--- src/rtl/multi_lane_capture_mux_if.sv ---
// ---------------------------------------------------------------------------
// multi_lane_capture_mux_if
//   Bus bundle for multi_lane_capture_mux.
//   The master side (the environment) drives the capture/selector controls.
//   The slave side (the mux) drives the lane outputs.
//
//   i_a, i_b      DATA_W     data words broadcast to every lane
//   i_lane_en     NUM_LANES  per-lane capture enable
//   i_bit_idx     IDX_W      bit index for the lane indexed-bit write
//   i_bit_val     1          indexed-bit write operand
//   i_mode        2          00 rotate, 01 fixed, 10/11 hold
//   i_fix_sel     SEL_W      lane number loaded into both selectors in fixed mode
//   o_a, o_b      DATA_W     reg_a of lane sel_a, reg_b of lane sel_b
//   o_c           DATA_W     merged indexed-bit word
//   o_sel_a/b     SEL_W      current selector values
//   o_wrap        1          one-cycle pulse after sel_a wraps to 0
// ---------------------------------------------------------------------------
interface multi_lane_capture_mux_if #(
  parameter int NUM_LANES = 4,
  parameter int DATA_W    = 8
);
  localparam int SEL_W = (NUM_LANES > 1) ? $clog2(NUM_LANES) : 1;
  localparam int IDX_W = (DATA_W > 1) ? $clog2(DATA_W) : 1;

  logic [DATA_W-1:0]    i_a;
  logic [DATA_W-1:0]    i_b;
  logic [NUM_LANES-1:0] i_lane_en;
  logic [IDX_W-1:0]     i_bit_idx;
  logic                 i_bit_val;
  logic [1:0]           i_mode;
  logic [SEL_W-1:0]     i_fix_sel;
  logic [DATA_W-1:0]    o_a;
  logic [DATA_W-1:0]    o_b;
  logic [DATA_W-1:0]    o_c;
  logic [SEL_W-1:0]     o_sel_a;
  logic [SEL_W-1:0]     o_sel_b;
  logic                 o_wrap;

  modport master (
    output i_a, i_b, i_lane_en, i_bit_idx, i_bit_val, i_mode, i_fix_sel,
    input  o_a, o_b, o_c, o_sel_a, o_sel_b, o_wrap
  );

  modport slave (
    input  i_a, i_b, i_lane_en, i_bit_idx, i_bit_val, i_mode, i_fix_sel,
    output o_a, o_b, o_c, o_sel_a, o_sel_b, o_wrap
  );
endinterface

--- src/rtl/multi_lane_capture_mux.sv ---
// ---------------------------------------------------------------------------
// multi_lane_capture_mux
//   NUM_LANES capture lanes, each holding reg_a/reg_b/reg_c (DATA_W bits).
//   Enabled lanes capture i_a/i_b and perform an indexed NOR bit write into
//   reg_c. Two lane selectors (rotate / fixed / hold) pick which lane drives
//   o_a and o_b; o_c gathers bit k from lane (k mod NUM_LANES).
//   Outputs are pure muxes of registered state.
//
//   t_i_clk  clock, rising edge
//   i_rst    synchronous, active-low reset (clears all lane and selector state)
//   bus      multi_lane_capture_mux_if slave modport (see interface header)
// ---------------------------------------------------------------------------
module multi_lane_capture_mux #(
  parameter int NUM_LANES = 4,
  parameter int DATA_W    = 8
) (
  input logic                      t_i_clk,
  input logic                      i_rst,
  multi_lane_capture_mux_if.slave  bus
);
  localparam int SEL_W = (NUM_LANES > 1) ? $clog2(NUM_LANES) : 1;
  localparam int IDX_W = (DATA_W > 1) ? $clog2(DATA_W) : 1;
  localparam logic [SEL_W-1:0] LAST_SEL  = SEL_W'(NUM_LANES - 1);
  localparam logic [SEL_W:0]   NUM_LANES_X = (SEL_W + 1)'(NUM_LANES);

  typedef enum logic [1:0] {
    MODE_ROT  = 2'b00,
    MODE_FIX  = 2'b01,
    MODE_HOLD = 2'b10,
    MODE_RSVD = 2'b11
  } mode_e;

  logic [DATA_W-1:0] reg_a_q [NUM_LANES];
  logic [DATA_W-1:0] reg_b_q [NUM_LANES];
  logic [DATA_W-1:0] reg_c_q [NUM_LANES];
  logic [DATA_W-1:0] reg_a_d [NUM_LANES];
  logic [DATA_W-1:0] reg_b_d [NUM_LANES];
  logic [DATA_W-1:0] reg_c_d [NUM_LANES];
  logic [SEL_W-1:0]  sel_a_q, sel_a_d;
  logic [SEL_W-1:0]  sel_b_q, sel_b_d;
  logic              wrap_q, wrap_d;
  mode_e             mode;

  assign mode = mode_e'(bus.i_mode);

  // Lane capture. An index outside 0..DATA_W-1 matches no bit, so reg_c
  // is left untouched while reg_a/reg_b still capture.
  always_comb begin
    for (int l = 0; l < NUM_LANES; l++) begin
      reg_a_d[l] = reg_a_q[l];
      reg_b_d[l] = reg_b_q[l];
      reg_c_d[l] = reg_c_q[l];
      if (bus.i_lane_en[l]) begin
        reg_a_d[l] = bus.i_a;
        reg_b_d[l] = bus.i_b;
        for (int k = 0; k < DATA_W; k++) begin
          if (bus.i_bit_idx == IDX_W'(k)) begin
            reg_c_d[l][k] = ~(bus.i_bit_val | bus.i_a[k]);
          end
        end
      end
    end
  end

  // Selector update; wrap is flagged on the edge that takes sel_a to 0.
  always_comb begin
    sel_a_d = sel_a_q;
    sel_b_d = sel_b_q;
    wrap_d  = 1'b0;
    case (mode)
      MODE_ROT: begin
        sel_a_d = (sel_a_q == LAST_SEL) ? '0 : sel_a_q + 1'b1;
        sel_b_d = (sel_b_q == LAST_SEL) ? '0 : sel_b_q + 1'b1;
        wrap_d  = (sel_a_q == LAST_SEL);
      end
      MODE_FIX: begin
        // Out-of-range lane numbers are ignored rather than aliased.
        if ({1'b0, bus.i_fix_sel} < NUM_LANES_X) begin
          sel_a_d = bus.i_fix_sel;
          sel_b_d = bus.i_fix_sel;
        end
      end
      default: ;
    endcase
  end

  always_ff @(posedge t_i_clk) begin
    if (!i_rst) begin
      for (int l = 0; l < NUM_LANES; l++) begin
        reg_a_q[l] <= '0;
        reg_b_q[l] <= '0;
        reg_c_q[l] <= '0;
      end
      sel_a_q <= '0;
      sel_b_q <= SEL_W'(1);
      wrap_q  <= 1'b0;
    end else begin
      for (int l = 0; l < NUM_LANES; l++) begin
        reg_a_q[l] <= reg_a_d[l];
        reg_b_q[l] <= reg_b_d[l];
        reg_c_q[l] <= reg_c_d[l];
      end
      sel_a_q <= sel_a_d;
      sel_b_q <= sel_b_d;
      wrap_q  <= wrap_d;
    end
  end

  // Output muxes read registered state only.
  always_comb begin
    bus.o_a = '0;
    bus.o_b = '0;
    for (int l = 0; l < NUM_LANES; l++) begin
      if (sel_a_q == SEL_W'(l)) bus.o_a = reg_a_q[l];
      if (sel_b_q == SEL_W'(l)) bus.o_b = reg_b_q[l];
    end
  end

  always_comb begin
    bus.o_c = '0;
    for (int k = 0; k < DATA_W; k++) begin
      bus.o_c[k] = reg_c_q[k % NUM_LANES][k];
    end
  end

  assign bus.o_sel_a = sel_a_q;
  assign bus.o_sel_b = sel_b_q;
  assign bus.o_wrap  = wrap_q;
endmodule

--- src/flat_wrapper.sv ---
// flat-port wrapper written by rule: the top's interface ports become plain ports
module multi_lane_capture_mux_flat 
#(
  parameter int NUM_LANES = 4,
  parameter int DATA_W    = 8
)
  (t_i_clk, i_rst, bus_i_a, bus_i_b, bus_i_lane_en, bus_i_bit_idx, bus_i_bit_val, bus_i_mode, bus_i_fix_sel, bus_o_a, bus_o_b, bus_o_c, bus_o_sel_a, bus_o_sel_b, bus_o_wrap);
  multi_lane_capture_mux_if #(.NUM_LANES(NUM_LANES), .DATA_W(DATA_W)) bus_i ();
  input logic t_i_clk;
  input logic i_rst;
  input wire logic [$bits(bus_i.i_a)-1:0] bus_i_a;
  input wire logic [$bits(bus_i.i_b)-1:0] bus_i_b;
  input wire logic [$bits(bus_i.i_lane_en)-1:0] bus_i_lane_en;
  input wire logic [$bits(bus_i.i_bit_idx)-1:0] bus_i_bit_idx;
  input wire logic [$bits(bus_i.i_bit_val)-1:0] bus_i_bit_val;
  input wire logic [$bits(bus_i.i_mode)-1:0] bus_i_mode;
  input wire logic [$bits(bus_i.i_fix_sel)-1:0] bus_i_fix_sel;
  output wire logic [$bits(bus_i.o_a)-1:0] bus_o_a;
  output wire logic [$bits(bus_i.o_b)-1:0] bus_o_b;
  output wire logic [$bits(bus_i.o_c)-1:0] bus_o_c;
  output wire logic [$bits(bus_i.o_sel_a)-1:0] bus_o_sel_a;
  output wire logic [$bits(bus_i.o_sel_b)-1:0] bus_o_sel_b;
  output wire logic [$bits(bus_i.o_wrap)-1:0] bus_o_wrap;
  assign bus_i.i_a = bus_i_a;
  assign bus_i.i_b = bus_i_b;
  assign bus_i.i_lane_en = bus_i_lane_en;
  assign bus_i.i_bit_idx = bus_i_bit_idx;
  assign bus_i.i_bit_val = bus_i_bit_val;
  assign bus_i.i_mode = bus_i_mode;
  assign bus_i.i_fix_sel = bus_i_fix_sel;
  assign bus_o_a = bus_i.o_a;
  assign bus_o_b = bus_i.o_b;
  assign bus_o_c = bus_i.o_c;
  assign bus_o_sel_a = bus_i.o_sel_a;
  assign bus_o_sel_b = bus_i.o_sel_b;
  assign bus_o_wrap = bus_i.o_wrap;
  multi_lane_capture_mux #(.NUM_LANES(NUM_LANES), .DATA_W(DATA_W)) u_core (.t_i_clk(t_i_clk), .i_rst(i_rst), .bus(bus_i));
endmodule
--- config.mk ---
export PLATFORM = sky130hd
export DESIGN_NAME = multi_lane_capture_mux_flat
export DESIGN_NICKNAME = d
export VERILOG_FILES = /design/src/rtl/multi_lane_capture_mux_if.sv /design/src/rtl/multi_lane_capture_mux.sv /design/src/flat_wrapper.sv
export SDC_FILE = /design/constraint.sdc
export NUM_CORES = 1
export LEC_CHECK = 0
export BUFFER_PORTS_ARGS = -buffer_cell sky130_fd_sc_hd__buf_2
export CAP_MARGIN = 0
export CORE_UTILIZATION = 30
export CTS_CLUSTER_DIAMETER = 60
export DETAILED_ROUTE_END_ITERATION = 10
export PLACE_DENSITY = 0.47
export SYNTH_ARGS = -nofsm -noshare
export SYNTH_HDL_FRONTEND = slang
export SYNTH_SLANG_ARGS = --single-unit
--- constraint.sdc ---
create_clock -name t_i_clk -period 2.8 [get_ports t_i_clk]
set_input_delay 0.14 -clock t_i_clk [delete_from_list [all_inputs] [get_ports t_i_clk]]
set_output_delay 0.14 -clock t_i_clk [all_outputs]
set_load 0.005 [all_outputs]
==> flow_summary.yaml <==
synthesis:
  synth_top_area_share_pct: 44.0
  syn_nets: 404
  seq_area_frac_synth_pct: 44.0
  netlist_instances: 366
  synth_top_cell_by_area: "dfxtp_1"
  ys_types: 32
  synth_warnings: 0
  syn_area_per_cell_um2: 9.57
  synth_ff_type: "dfxtp_1"
  synth_edf_count: 0
  netlist_area_um2: 3500
  ys_async_sr_fraction_pct: 0
  ys_ff_latch: 77
  synth_area_leaders: "dfxtp_1, mux2i_1, nor2_1"
timing:
  clock_skew_ns: 0.00176
  postLayoutSetupSlackWorst_ns: 0.581
  finalSetupViolCount: 0
  period_minus_slack_ns: 2.22
  finalHoldViolCount: 0
  period_share_pct: 79.3
  fmax_mhz: 451
  slew_viol_final: 0
  tns_ns: 0
  slew_headroom_pct: 56.1
  worstMarginPinSlew_ns: 0.656
  rsz0062_at_grt: "false"
setup_path:
  r2r-end: "u_core.bus.o_sel_a[0]$_SDFFE_PN0P_"
  cp_cell_sequence: "inv_1 > ha_1 > nor2_1 > a31oi_1 > buf_2"
  cp-start-kind: "register"
  path_class: "reg2out"
  r2r_slack_ns: 1.19
  end_kind: "primary output"
  slowest_stage: "nor2_1"
  worstReg2RegStart: "u_core.bus.o_sel_a[0]$_SDFFE_PN0P_"
  crit_required_ns: 2.66
  critical_path.max_stage_delay_ns: 0.56
  r2r_cells: 3
  cp_max_fo: 9
  critPathArrivalTime_ns: 2.08
  critical_path.endpoint: "bus_o_b[1]"
  startpoint: "u_core.bus.o_sel_b[0]$_SDFFE_PN1P_"
routing:
  firstDrtPassIters: 7
  drt_iter0_drc: 69
  totalWireLength_um: 8860
  ant_nets: 0
  vias: 2735
  wl_per_cell_um: 15.8
  via_per_inst: 4.88
  drc: 2
final_layout:
  fillCellCount: 1192
  final_area_um2: 4240
  multi_input_area_um2: 1820
  nets: 451
  instances_no_fill: 561
  final_layout_size_suffix_gt1_share_pct: 19.1
  seqCellArea_um2: 1540
  post-route-util_pct: 37.1
  final_cell_mix: "mux2i_1, dfxtp_1, nor2_1"
  final_common_cell: "mux2i_1"
  syn2layout_area_growth_pct: 20.9
  diodes: 0
worst_hold_path:
  hold_path_depth: 2
  min-delay-start: "bus_i_a[6]"
  hold_path.class: "in2reg"
clocking:
  htreeDepth: 3
  post-cts-setup-buffers: 0
  path_clk_slew_ns: 0.06
  cts_made_buffers: 9
  cts_resized: 0
  cts_tree: "yes"
  cts.sinks: 77
  clockBufferDepth: 2
  clock-root-buffer: "clkbuf_16"
  hold_buffers: 0
  insertion_delay_ns: 0.34
global_route:
  grt_pass1_wl_um: 14200
  grt_max_degree: 46
  grt_antenna_before_repair: 0
  grt_usage_pct: 16.0
  grt_remaining_overflow: 0
  first_global_vias: 2643
floorplan:
  start_util_pct: 30.7
  dieWidth_um: 110
  rows: 39
  core_area_um2: 11400
  die-area_um2: 12100
  ios: 59
  die_h_um: 110
place:
  gp_congestion: 0.706
  placed_area_um2: 3890
  port_buffers: 58
  post-place-ws_ns: 0.978
  dp.cells: 545
  place_hpwl_um: 5950
run_status:
  status: "complete, but fails checks"
  violations: "design-rule violations"
job:
  maxCapViolCount: 0
power_and_ir_drop:
  leakage_uw: 0.00186
  power_density_nw_per_um2: 688
  ir_worst_vdd_mv: 0.498
==> cells in the mapped netlist, types with 2 or more instances <==
| cell type | number |
|---|---|
| clkbuf_1 | 9 |
| a211oi_1 | 4 |
| nor2_1 | 68 |
| nor4bb_1 | 2 |
| buf_4 | 3 |
| o41ai_1 | 5 |
| inv_1 | 5 |
| buf_2 | 7 |
| ha_1 | 8 |
| mux2i_1 | 80 |
| nand3b_1 | 16 |
| a31oi_1 | 16 |
| buf_1 | 5 |
| nor2b_1 | 2 |
| dfxtp_1 | 77 |
| nand4b_1 | 3 |
| nand2_1 | 19 |
| nand3_1 | 8 |
| nand2b_1 | 16 |
==> where the power goes <==
part / switching (uW) / internal, uW
Clock: 465 / 893
Sequential: 31.8 / 1160
Combinational: 205 / 161
==> sequential cells by signal, indices dropped and copies added (netlist names) <==
signal / cells
u_core.reg_b_q: 32
u_core.bus.o_sel_b: 2
u_core.reg_a_q: 32
u_core.bus.o_wrap: 1
u_core.reg_c_q: 8
u_core.bus.o_sel_a: 2
==> stage by stage <==
step / hold WS [ns] / total power, uW
5_1_grt: 0.0710 / 3050
3_3_place_gp: 0.424 / 1580
3_5_place_dp: 0.424 / 1580
2_1_floorplan: 0.217 / 1440
4_1_cts: 0.0641 / 2950
6_report: 0.0762 / 2910
==> worst max-delay path, delay by kind of cell (launching register included) <==
kind	cells	cell delay, ns
adders and majority gates	1	0.33
buffers and inverters	2	0.28
DFF	1	0.40
and+or+nand+nor	1	0.56
AOI/OAI and AO/OA	1	0.18
==> cell type report <==
class,instances,area share (%)
multi-input cells,259,43.0
clock buffers,10,5.64
inverters,5,0.443
flip-flops and latches,77,36.4
well taps,143,4.22
repair buffers,61,7.68
clock inverters,6,2.60
==> layer usage <==
layer	track usage, %	wire length [um]
met1	19.9	4270
met2	26.5	4140
met3	4.41	322
met4	5.71	128
met5	0	0
==> how the worst min path moves through the flow <==
stage / slack (ns) / endpoint
6_report: 0.08 / u_core.reg_c_q[0][22]$_SDFFE_PN0P_
5_1_grt: 0.07 / u_core.reg_c_q[0][27]$_SDFFE_PN0P_
4_1_cts: 0.06 / u_core.reg_c_q[0][27]$_SDFFE_PN0P_
3_5_place_dp: 0.42 / u_core.reg_c_q[0][27]$_SDFFE_PN0P_
3_3_place_gp: 0.42 / u_core.reg_c_q[0][27]$_SDFFE_PN0P_
2_1_floorplan: 0.22 / u_core.bus.o_wrap$_SDFF_PN0_
==> cells by family (layout without fill, tap and decap cells) <==
family	after synthesis	in the layout	synth area share, %
compound gates	32	32	6.54
fa+ha+maj	8	8	2.86
buf+inv	30	82	4.00
flops	77	77	44.0
mux	80	80	22.9
simple gates	139	139	19.8
No activity file was read; power rests on OpenSTA's default activity.
